===== src/rtl/regfile_pkg.sv =====
// Shared constants and types for the register-file busy scoreboard.
package regfile_pkg;

    localparam int REG_ADDR_W = 5;
    localparam int NUM_REGS   = 32;

    typedef logic [REG_ADDR_W-1:0] reg_addr_t;
    typedef logic [NUM_REGS-1:0]   reg_mask_t;

endpackage


===== src/rtl/reg_onehot_decoder.sv =====
// Combinational ADDR_W-to-2**ADDR_W one-hot decoder with enable.
module reg_onehot_decoder
    import regfile_pkg::*;
#(
    parameter int ADDR_W = REG_ADDR_W
) (
    input  logic                   i_en,
    input  logic [ADDR_W-1:0]      i_addr,
    output logic [(2**ADDR_W)-1:0] o_onehot
);

    // Decode the address into a single set bit when enabled.
    always_comb begin
        o_onehot = {(2**ADDR_W){1'b0}};
        if (i_en) begin
            o_onehot[i_addr] = 1'b1;
        end else begin
            o_onehot = {(2**ADDR_W){1'b0}};
        end
    end

endmodule


===== src/rtl/regfile_scoreboard.sv =====
// Busy-register scoreboard: RAW/WAW issue stall, registered one-hot write enables.
// Optional macro SB_BYPASS_EN lets a same-cycle writeback release a dependent issue.
module regfile_scoreboard
    import regfile_pkg::*;
#(
    parameter int ADDR_W   = REG_ADDR_W,
    parameter int NUM_REGS = 2**ADDR_W,
    parameter int ZERO_REG = 1
) (
    input  logic                clock,
    input  logic                reset,
    input  logic                issue_valid,
    input  logic [ADDR_W-1:0]   issue_rd,
    input  logic [ADDR_W-1:0]   issue_rs1,
    input  logic [ADDR_W-1:0]   issue_rs2,
    input  logic                issue_uses_rd,
    output logic                stall,
    input  logic                wb_valid,
    input  logic [ADDR_W-1:0]   wb_rd,
    output logic [NUM_REGS-1:0] wr_en,
    output logic [NUM_REGS-1:0] busy_vec,
    output logic [ADDR_W:0]     busy_count,
    output logic                err
);

    logic [NUM_REGS-1:0] r_busy;
    logic [NUM_REGS-1:0] r_wr_en;
    logic [ADDR_W:0]     r_count;
    logic                r_err;

    logic                w_rd_is_zero;
    logic                w_wb_is_zero;
    logic                w_accept;
    logic                w_set_en;
    logic                w_clr_en;
    logic [NUM_REGS-1:0] w_set_oh;
    logic [NUM_REGS-1:0] w_clr_oh;
    logic [NUM_REGS-1:0] w_wr_oh;
    logic [NUM_REGS-1:0] w_busy_chk;
    logic                w_inc;
    logic                w_dec;
    logic                w_wb_err;

    assign w_rd_is_zero = (ZERO_REG != 0) && (issue_rd == {ADDR_W{1'b0}});
    assign w_wb_is_zero = (ZERO_REG != 0) && (wb_rd == {ADDR_W{1'b0}});

`ifdef SB_BYPASS_EN
    // A register retiring this cycle no longer blocks its consumers.
    assign w_busy_chk = r_busy & ~w_clr_oh;
`else
    assign w_busy_chk = r_busy;
`endif

    assign stall    = issue_valid & (w_busy_chk[issue_rs1] | w_busy_chk[issue_rs2] |
                                     (issue_uses_rd & w_busy_chk[issue_rd]));
    assign w_accept = issue_valid & ~stall;
    assign w_set_en = w_accept & issue_uses_rd & ~w_rd_is_zero;
    assign w_clr_en = wb_valid & ~w_wb_is_zero;

    reg_onehot_decoder #(.ADDR_W(ADDR_W)) u_dec_set (
        .i_en     (w_set_en),
        .i_addr   (issue_rd),
        .o_onehot (w_set_oh)
    );

    reg_onehot_decoder #(.ADDR_W(ADDR_W)) u_dec_clr (
        .i_en     (w_clr_en),
        .i_addr   (wb_rd),
        .o_onehot (w_clr_oh)
    );

    reg_onehot_decoder #(.ADDR_W(ADDR_W)) u_dec_wr (
        .i_en     (w_clr_en),
        .i_addr   (wb_rd),
        .o_onehot (w_wr_oh)
    );

    // Set and clear are each one-hot, so the count moves by at most one either way.
    assign w_inc    = |(w_set_oh & ~r_busy);
    assign w_dec    = |(w_clr_oh & r_busy & ~w_set_oh);
    assign w_wb_err = |(w_clr_oh & ~r_busy);

    // Scoreboard state; set beats clear when both hit the same register.
    always_ff @(posedge clock or posedge reset) begin
        if (reset) begin
            r_busy  <= {NUM_REGS{1'b0}};
            r_wr_en <= {NUM_REGS{1'b0}};
            r_count <= {(ADDR_W+1){1'b0}};
            r_err   <= 1'b0;
        end else begin
            r_busy  <= (r_busy & ~w_clr_oh) | w_set_oh;
            r_wr_en <= w_wr_oh;
            r_count <= r_count + {{ADDR_W{1'b0}}, w_inc} - {{ADDR_W{1'b0}}, w_dec};
            r_err   <= r_err | w_wb_err;
        end
    end

    assign busy_vec   = r_busy;
    assign wr_en      = r_wr_en;
    assign busy_count = r_count;
    assign err        = r_err;

endmodule


===== config.mk =====
export PLATFORM = sky130hd
export DESIGN_NAME = regfile_scoreboard
export DESIGN_NICKNAME = d
export VERILOG_FILES = /design/src/rtl/regfile_pkg.sv /design/src/rtl/reg_onehot_decoder.sv /design/src/rtl/regfile_scoreboard.sv
export SDC_FILE = /design/constraint.sdc
export NUM_CORES = 1
export LEC_CHECK = 0
export BUFFER_PORTS_ARGS = -buffer_cell sky130_fd_sc_hd__buf_2
export CAP_MARGIN = 10
export CORE_MARGIN = 2
export CORE_UTILIZATION = 55
export DETAILED_ROUTE_END_ITERATION = 6
export PLACE_DENSITY = 0.81
export SETUP_SLACK_MARGIN = 0.2
export SLEW_MARGIN = 5
export SYNTH_ARGS = -nofsm -noshare
export SYNTH_HDL_FRONTEND = slang
export SYNTH_SLANG_ARGS = --single-unit

===== constraint.sdc =====
create_clock -name clock -period 4.1 [get_ports clock]
set_input_delay 0.41 -clock clock [delete_from_list [all_inputs] [get_ports clock]]
set_output_delay 0.41 -clock clock [all_outputs]
set_load 0.01 [all_outputs]

* After elaboration in Yosys (flattened, before gate mapping)
Cells that the tools add are included.
** Cells by class
- Bitwise operators :: 21
- Magnitude comparators :: 6
- Multiplexer cells :: 12
- Add/subtract/negate cells :: 2
- Reductions and logical operators :: 7
** Operators by type and width (count)
- $and A32 B32 Y32 :: 5
- $not A32 Y32 :: 3
- $reduce_or A32 Y1 :: 3
- $mux W32 :: 2
- $or A32 B32 Y32 :: 1
- $lt A5 B6 Y1 const B :: 4
- $bmux W1 S5 :: 3
- $demux W1 S5 :: 2
- $ge A5 B1 Y1 const B :: 2
- $logic_not A5 Y1 :: 2
- $add A6 B1 Y6 :: 1
- $and A1 B1 Y1 :: 6
- $sub A6 B1 Y6 :: 1
- $mux W1 :: 5
- $not A1 Y1 :: 3
- $or A1 B1 Y1 :: 3
- $logic_and A1 B1 Y1 :: 2
** Word-level totals
- Logic and storage cells :: 52
- Register bits after elaboration :: 71
- Output and inout bits :: 72

* Longest topological paths before layout
Gate-level depths: netlist of the first run.
- Depth after elaboration :: 14
- Depth in mapped cells :: 16

* Hierarchy
From an unflattened synthesis of the first run, not the netlist that was laid out.
** Second synthesis, totals
- Cells, all modules :: 531
- Area total of the unflattened synthesis :: 4563.1 sq um
** Modules (own cells, without submodules)
- regfile_scoreboard :: cells each 390, times used 1, area an instance 3872.5 sq um
- reg_onehot_decoder :: cells each 47, times used 3, area an instance 230.2 sq um

* Least setup slack after synthesis of the first run
Ideal clock, no wire load.
- Path type :: input port to flip-flop
- From :: in issue_rs2[1]
- To :: reg r_count[4], in the netlist busy_count[4]
- Setup time :: 80 ps
- Path slack :: 512 ps
- Cell stages on the path :: 14
- Arrival time :: 3508 ps
- Cells stage by stage :: clkbuf_1 -> mux2_2 -> o22ai_1 -> nor3_1 -> nor3_1 -> o311ai_2 -> or3_2 -> ha_1 -> inv_1 -> ha_1 -> fa_1 -> a21o_1 -> a21oi_1 -> xnor2_1
** On the way
- Cells in the longest elaborated chain, start to end :: 14
- Elaborated cells between the ends (all ways) :: 17
- Classes of those cells :: add/sub: 2; mux: 3; bitwise: 10; reduce/logical: 2
** RTL lines
- start, declared :: RTL line regfile_scoreboard.sv:15 : input logic [ADDR_W-1:0] issue_rs2,
- $bmux W1 S5 * :: RTL line regfile_scoreboard.sv:54 : assign stall = issue_valid & (w_busy_chk[issue_rs1] | w_busy_chk[issue_rs2] |
- $mux W1 (implied by the code) * :: RTL line regfile_scoreboard.sv:54
- $or A1 B1 Y1 * (2 in series) :: RTL line regfile_scoreboard.sv:54
- $and A1 B1 Y1 * :: RTL line regfile_scoreboard.sv:54
- $not A1 Y1 * :: RTL line regfile_scoreboard.sv:56 : assign w_accept = issue_valid & ~stall;
- $and A1 B1 Y1 * :: RTL line regfile_scoreboard.sv:56
- $and A1 B1 Y1 * (2 in series) :: RTL line regfile_scoreboard.sv:57 : assign w_set_en = w_accept & issue_uses_rd & ~w_rd_is_zero;
- $mux W32 * :: RTL line reg_onehot_decoder.sv:15 : if (i_en) begin
- $and A32 B32 Y32 or $not A32 Y32 (tied branches) :: RTL line regfile_scoreboard.sv:79, regfile_scoreboard.sv:80
- $reduce_or A32 Y1 or $and A32 B32 Y32 (tied branches) :: RTL line regfile_scoreboard.sv:79, regfile_scoreboard.sv:80
- $add A6 B1 Y6 or $reduce_or A32 Y1 (tied branches) :: RTL line regfile_scoreboard.sv:93, regfile_scoreboard.sv:80
- $sub A6 B1 Y6 * :: RTL line regfile_scoreboard.sv:93 : r_count <= r_count + {{ADDR_W{1'b0}}, w_inc} - {{ADDR_W{1'b0}}, w_dec};
- end signal, assigned :: RTL line regfile_scoreboard.sv:88 : r_count <= {(ADDR_W+1){1'b0}};
- end signal, assigned :: RTL line regfile_scoreboard.sv:93
- end, declared :: RTL line regfile_scoreboard.sv:28 : logic [ADDR_W:0] r_count;
Every way passes the cells marked *; elsewhere a longest branch is shown, timed or not. The select of a mux whose other input is x is not followed.

* Final worst setup path of the first run
- From :: reg r_busy[17], in the netlist busy_vec[17]
- To :: reg r_count[4], in the netlist busy_count[4]
** On the way
- Cells in the longest elaborated chain, start to end :: 14
- Elaborated cells between the ends (all ways) :: 24
- Classes of those cells :: add/sub: 2; mux: 7; bitwise: 13; reduce/logical: 2
** RTL lines
- start, declared :: RTL line regfile_scoreboard.sv:26 : logic [NUM_REGS-1:0] r_busy;
- start signal, assigned :: RTL line regfile_scoreboard.sv:86 : r_busy <= {NUM_REGS{1'b0}};
- start signal, assigned :: RTL line regfile_scoreboard.sv:91 : r_busy <= (r_busy & ~w_clr_oh) | w_set_oh;
- $bmux W1 S5, on equally long branches :: RTL line regfile_scoreboard.sv:54, regfile_scoreboard.sv:55
- $mux W1, on equally long branches :: RTL line regfile_scoreboard.sv:54, regfile_scoreboard.sv:55
- $or A1 B1 Y1 or $and A1 B1 Y1 (tied branches) :: RTL line regfile_scoreboard.sv:54, regfile_scoreboard.sv:55
- $or A1 B1 Y1 :: RTL line regfile_scoreboard.sv:54
- $and A1 B1 Y1 :: RTL line regfile_scoreboard.sv:54
- $not A1 Y1 :: RTL line regfile_scoreboard.sv:56
- $and A1 B1 Y1 :: RTL line regfile_scoreboard.sv:56
- $and A1 B1 Y1 (2 in series) :: RTL line regfile_scoreboard.sv:57
- $mux W32 :: RTL line reg_onehot_decoder.sv:15
- $and A32 B32 Y32 or $not A32 Y32 (tied branches) :: RTL line regfile_scoreboard.sv:79, regfile_scoreboard.sv:80
- $reduce_or A32 Y1 or $and A32 B32 Y32 (tied branches) :: RTL line regfile_scoreboard.sv:79, regfile_scoreboard.sv:80
- $add A6 B1 Y6 or $reduce_or A32 Y1 (tied branches) :: RTL line regfile_scoreboard.sv:93, regfile_scoreboard.sv:80
- $sub A6 B1 Y6 * :: RTL line regfile_scoreboard.sv:93
Marked as above.

==> summary.md, run 1 <==
| Metric | Value |
|---|---|
| Synth Area in Compound Gates | `19.1%` |
| Drt pass-1 iters | `5` |
| Top cell type's share of synthesized area | `40.9%` |
| Vias in the first global route | `3967` |
| Via density | `7.02` |
| Syn Nets | `443` |
| R2R depth | `13` |
| Slew headroom | `25.9%` |
| Grt total ovfl | `0` |
| Antenna diode count | `0` |
| Worst reg2reg path startpoint | `busy_vec[17]` |
| Leading area contributor after synthesis | `dfrtp_1` |
| WP buf/inv | `1` |
| Critical path, cell by cell | `mux4_1, a22oi_1, nand2_1, a21oi_2, o311ai_4, or3_2, ha_1, inv_1, ha_1, fa_1, a21o_1, a21oi_1, xnor2_1` |
| Die width | `92.8 um` |
| First-pass GRT wire length | `22500 um` |
| Critical path fanouts, max | `7` |
| Mapped Cells | `411` |
| Clock Path Buffers | `2` |
| Synthesized area | `4340 um^2` |
| Final clock period utilization by the worst path | `90.7%` |
| Leak | `2.55 nW` |
| Sink Count | `71` |
| Vias after detailed routing | `4345` |
| Rows | `32` |
| Worst-margin pin slew | `1.11 ns` |
| Clock Latency Late Sink | `0.36 ns` |
| Crit path arrival time | `4.01 ns` |
| Die H | `92.8 um` |
| Clock Pin Slew Worst Setup and Hold Paths | `0.09 ns` |
| Slowest cell on the critical path | `mux4_1` |
| Crit-path max cell delay | `0.58 ns` |
| Placed wire-length estimate | `10600 um` |
| Core ar. | `7690 um^2` |
| Wire length per cell | `24.4 um` |
| Final Instance Area | `5250 um^2` |
| 1st-iter DRT viols | `605` |
| Max cap viols | `0` |
| CTS tree | `yes` |
| DRC Markers | `0` |
| Postcts setup bufs | `0` |
| RSZ-0062 raised after global routing | `false` |
| Hold_ws | `0.310 ns` |
| H-tree depth | `3` |
| Setup_tns | `0 ns` |
| Clk root buf | `clkbuf_8` |
| DRT antenna net count | `0` |
| Count of final hold-check violations | `0` |
| Share of layout cells above drive strength 1 | `32.1%` |
| Mux share of post-synthesis cell area | `15.7%` |
| Power Dens Cells | `468 nW/um^2` |
| Antenna violations before repair | `0` |
| # fillers | `608` |
| Tot Pwr | `0.00246 W` |
| Most frequent CP cell | `ha_1` |
| Largest net degree at the start of global routing | `54` |
| YS warnings | `0` |
| Family with the most delay on the worst path | `adder cells` |
| Endpoints failing setup | `0` |
| Mean Syn Cell Area | `10.6 um^2` |
| Area contributors post-synth | `dfrtp_1 (41%), mux4_1 (8.5%), o41ai_1 (5.7%)` |
| Worst Setup Path Type | `reg -> reg` |
| Input/output buffers | `96` |
| Flops & latches, synth | `71` |
| Peak supply drop | `0.284 mV` |
| Critical Path Sink Type | `flip-flop` |
| Simple-gate share of the synthesized area | `15.4%` |
| Clk_skew | `0.0140 ns` |
| Area grow syn2layout | `20.9%` |
| Post-Synth XOR/XNOR Area | `1.01%` |
| GP Congestion | `1.02` |
| Post-synth cell types | `71` |
| GRT Util Overall | `35.1%` |
| Adder-cell share of the synthesized area | `2.19%` |
| Ys flop type | `dfrtp_1` |
| HP Class | `in -> async` |
| Total CTS buffers | `9` |
| WP data required | `4.39 ns` |
| Fmax | `269 MHz` |
| Ports | `97` |
| Post-synthesis sequential area ratio | `40.9%` |
| Max Transition Viols Final | `0` |
| NumNets Final | `544` |
| Main combinational cell family by area after synthesis | `compound AO/OA/AOI/OAI gates` |
| Area of the multi-input gates | `2350 um^2` |
| Reg-to-Reg End | `busy_count[4]` |
| Reg area | `1780 um^2` |
| Tmin final | `3.72 ns` |
| Post-synth EDFFs | `0` |
| Ys async rst share | `100%` |
| Die area | `8620 um^2` |
| R2r setup slk | `0.38 ns` |
| Post-DP Area | `5010 um^2` |
| Starting Density | `56.4%` |
| Startpoint Class | `flip-flop` |
| Total wire length | `15100 um` |
| Status | `complete, no violations` |
| Synth cell count leaders | `dfrtp_1 (71), nor2_1 (39), o21ai_0 (29)` |
| Count leader, synth | `dfrtp_1` |
==> layout make-up <==
class | instances | area share [%]
clock buffers | 9 | 2.36
multi-input cells | 289 | 44.8
clock inverters | 7 | 2.07
well taps | 102 | 2.43
repair buffers | 125 | 13.3
inverters | 16 | 1.14
flip-flops and latches | 71 | 33.9
==> per-layer routing <==
| layer | vias to the layer above | GRT usage (%) | part of all wire, % |
|---|---|---|---|
| met1 | 2102 | 48.2 | 38 |
| met4 | 0 | 16.9 | 5.6 |
| li1 | 1812 | - | - |
| met2 | 357 | 51.6 | 44 |
| met3 | 74 | 9.36 | 12 |
| met5 | - | 0 | 0 |
==> worst max-delay path by stage <==
| stage | from | cells after the start | slack (ns) | endpoint |
|---|---|---|---|---|
| floorplan | issue_rs2[1] | 14 | 0.51 | busy_count[4] |
| global placement | issue_rs2[0] | 14 | 0.34 | busy_count[4] |
| detailed placement | issue_rs2[0] | 14 | 0.22 | busy_count[4] |
| CTS | busy_vec[17] | 13 | 0.36 | busy_count[4] |
| global route | busy_vec[30] | 13 | 0.24 | busy_count[4] |
| finish | busy_vec[17] | 13 | 0.38 | busy_count[4] |
==> logic make-up after synthesis <==
| group | Yosys count |
|---|---|
| XOR/XNOR | 5 |
| buffers and inverters | 51 |
| adder cells (fa/ha/maj) | 7 |
| other | 1 |
| multiplexers | 43 |
| AND/OR/NAND/NOR | 119 |
| flip-flops | 71 |
| AO/OA/AOI/OAI | 114 |
==> through the flow <==
stage | worst slack [ns] | cells | utilization [%]
detailed placement | 0.217 | 603 | 65.2
global placement | 0.343 | 603 | 65.2
finish | 0.381 | 619 | 68.2
floorplan | 0.512 | 411 | -
CTS | 0.362 | 619 | 68.2
global route | 0.244 | 619 | 68.2
==> where the power goes <==
part / internal, W / total [W] / leakage [nW] / switching, W
Combinational: 0.000378 / 0.000834 / 1.49 / 0.000455
Clock: 0.000356 / 0.000662 / 0.118 / 0.000306
Sequential: 0.000797 / 0.000961 / 0.946 / 0.000165
Total: 0.00153 / 0.00246 / 2.55 / 0.000926
==> repair_timing <==
item                                    4_1_cts  5_1_grt
endpoints found under the setup margin        0        1
hold buffers                                  0        0
resized for setup                             0        1
==> registers in the layout (all words and copies together) (netlist names) <==
name,count
wr_en,32
busy_vec,32
err,1
busy_count,6
==> layout by cell type, fill, tap and decap left out, types with 10 or more instances in the layout <==
cell / n
o41ai_1: 28
nand2_1: 14
mux4_1: 14
dfrtp_1: 71
inv_1: 15
o21ai_0: 29
buf_2: 96
buf_4: 29
nor2_1: 39
o22ai_1: 10
mux2i_1: 20
nor3_1: 10
Note: power is estimated with default switching activity, not from simulation.
==> run 2: changes to the inputs <==
Settings changed: CORE_UTILIZATION 55 to 53, PLACE_DENSITY 0.81 to 0.78.
==> run 2 against run 1 <==
Global-route usage fell by 0.37 points. Largest cell class unchanged. Clock power fell by 14%. Hold slack got worse by 0.042 ns. Count of clock-buffer cells in the layout did not move. Worst setup slack got worse by 0.038 ns. First-iteration DRC count fell by 14%. Combinational power rose by 2.9%. Design area fell by 0.50%.
==> summary.md, run 2 (same netlist as run 1, synthesis figures left out) <==
| Metric | Value |
|---|---|
| GP Congestion | `1.12 (was 1.02)` |
| Die H | `94.5 um (was 92.8 um)` |
| Die area | `8930 um^2 (was 8620 um^2)` |
| H-tree depth | `3 (unchanged)` |
| Sink Count | `71 (unchanged)` |
| Placed wire-length estimate | `10600 um (about the same)` |
| Antenna violations before repair | `0 (unchanged)` |
| RSZ-0062 raised after global routing | `false (unchanged)` |
| Ports | `97 (unchanged)` |
| Vias in the first global route | `4004 (was 3967)` |
| Total CTS buffers | `9 (unchanged)` |
| GRT Util Overall | `34.7% (was 35.1%)` |
| Commonest non-fill, non-tap cell in the layout | `buf_2 (unchanged)` |
| # hold bufs at CTS | `0 (unchanged)` |
| Leak | `2.55 nW (about the same)` |
| Rows | `33 (was 32)` |
| Status | `complete, no violations (unchanged)` |
| Final clock period utilization by the worst path | `91.6% (was 90.7%)` |
| Worst Setup Path Type | `reg -> reg (unchanged)` |
| Critical Path Source | `busy_vec[11] (was busy_vec[17])` |
| Critical path fanouts, max | `7 (unchanged)` |
| Input/output buffers | `96 (unchanged)` |
| Starting Density | `53.6% (was 56.4%)` |
| Drt pass-1 iters | `6 (was 5)` |
| Share of layout cells above drive strength 1 | `32.2% (was 32.1%)` |
| Total wire length | `15200 um (was 15100 um)` |
| Max Transition Viols Final | `0 (unchanged)` |
| Via density | `6.98 (was 7.02)` |
| Clock Latency Late Sink | `0.37 ns (was 0.36 ns)` |
| Reg-to-Reg End | `busy_count[4] (unchanged)` |
| Critical Path Sink Type | `flip-flop (unchanged)` |
| Area of the multi-input gates | `2350 um^2 (about the same)` |
| Core ar. | `8090 um^2 (was 7690 um^2)` |
| Slew headroom | `34.3% (was 25.9%)` |
| R2R depth | `13 (unchanged)` |
| Fin cells | `624 (was 619)` |
| Worst reg2reg path startpoint | `busy_vec[11] (was busy_vec[17])` |
| Die width | `94.5 um (was 92.8 um)` |
| Grt total ovfl | `0 (unchanged)` |
| Clock Pin Slew Worst Setup and Hold Paths | `0.09 ns (about the same)` |
| First-pass GRT wire length | `22600 um (was 22500 um)` |
| Vias after detailed routing | `4356 (was 4345)` |
| Placed Cells incl. Taps | `608 (was 603)` |
| Endpoints failing setup | `0 (unchanged)` |
| Most frequent cells in the layout | `buf_2 (96), dfrtp_1 (71), nor2_1 (39), buf_4 (31), o21ai_0 (29) (was buf_2 (96), dfrtp_1 (71), nor2_1 (39), o21ai_0 (29), buf_4 (29))` |
| Clk_skew | `0.00796 ns (was 0.0140 ns)` |
| Postcts setup bufs | `0 (unchanged)` |
| Max cap viols | `0 (unchanged)` |
| # fillers | `686 (was 608)` |
| Reg area | `1780 um^2 (unchanged)` |
| Clock Path Buffers | `2 (unchanged)` |
| Wire length per cell | `24.4 um (about the same)` |
| Count of final hold-check violations | `0 (unchanged)` |
| Antenna diode count | `0 (unchanged)` |
| R2r setup slk | `0.34 ns (was 0.38 ns)` |
| HP Class | `in -> async (unchanged)` |
| WP data required | `4.39 ns (about the same)` |
| Peak supply drop | `0.215 mV (was 0.284 mV)` |
| Worst-margin pin slew | `0.984 ns (was 1.11 ns)` |
| DRT antenna net count | `0 (unchanged)` |
| CTS tree | `yes (unchanged)` |
| DRC Markers | `0 (unchanged)` |
| 1st-iter DRT viols | `523 (was 605)` |
| Power Dens Cells | `456 nW/um^2 (was 468 nW/um^2)` |
| Area grow syn2layout | `20.3% (was 20.9%)` |
| Setup_tns | `0 ns (unchanged)` |
| Clk root buf | `clkbuf_8 (unchanged)` |
| CTS resizes | `0 (unchanged)` |
| NumNets Final | `546 (was 544)` |
| Startpoint Class | `flip-flop (unchanged)` |
| Fmax | `266 MHz (was 269 MHz)` |
| Crit path arrival time | `4.04 ns (was 4.01 ns)` |
| Largest net degree at the start of global routing | `49 (was 54)` |
| Tmin final | `3.76 ns (was 3.72 ns)` |
==> run 2: cell count changes in the layout (fill, tap and decap cells not counted) <==
cell / change
inv_8: +1
nor3_2: -1
nor3_1: +1
buf_4: +2
bufinv_16: -2
inv_6: +1
==> run 2: power breakdown <==
group	internal [W]	total, W	switching (W)
Combinational	0.000385	0.000858	0.000473
Sequential	0.000797	0.000951	0.000154
Clock	0.000240	0.000569	0.000329
Total	0.00142	0.00238	0.000956
==> run 2: worst max-delay path, cell delays in order (launching register included) <==
cell      delay, ns
dfrtp_1        0.53
mux4_1         0.52
mux2i_1        0.14
nor3b_1        0.07
nor3_1         0.30
o311ai_4       0.16
or3_2          0.53
ha_1           0.30
inv_1          0.04
ha_1           0.20
fa_1           0.41
a21o_1         0.17
a21oi_1        0.17
xnor2_1        0.15
==> run 2: worst max path at each step <==
stage,end,slack (ns),depth (start not counted)
6_report,busy_count[4],0.34,13
3_3_place_gp,busy_count[4],0.35,12
2_1_floorplan,busy_count[4],0.51,14
4_1_cts,busy_count[4],0.36,13
5_1_grt,busy_count[4],0.20,13
3_5_place_dp,busy_count[4],0.18,14
==> run 2: area by class of cell <==
class                      count  share of cell area, %
clock buffer                   9                   2.37
clock inverter                 7                   1.32
inverter                      16                   1.15
multi-input combinational    289                   44.9
sequential                    71                   34.0
tap                          105                   2.52
timing repair buffer         127                   13.7
==> run 2: metal layers <==
| layer | GRT usage [%] | up-vias | part of all wire [%] |
|---|---|---|---|
| li1 | - | 1816 | - |
| met1 | 47.7 | 2079 | 37 |
| met2 | 50.5 | 373 | 44 |
| met3 | 8.46 | 88 | 13 |
| met4 | 19.3 | 0 | 6.1 |
| met5 | 0 | - | 0 |
==> run 2: stage by stage <==
stage	total power, W	setup slack (ns)	cell area (um^2)	utilization (%)	hold WS [ns]
2_1_floorplan	0.00144	0.512	4340	-	0.534
3_3_place_gp	0.00176	0.351	5030	62.1	0.444
3_5_place_dp	0.00179	0.179	5030	62.1	0.484
4_1_cts	0.00235	0.364	5220	64.5	0.313
5_1_grt	0.00247	0.203	5220	64.5	0.379
6_report	0.00238	0.343	5220	64.5	0.268
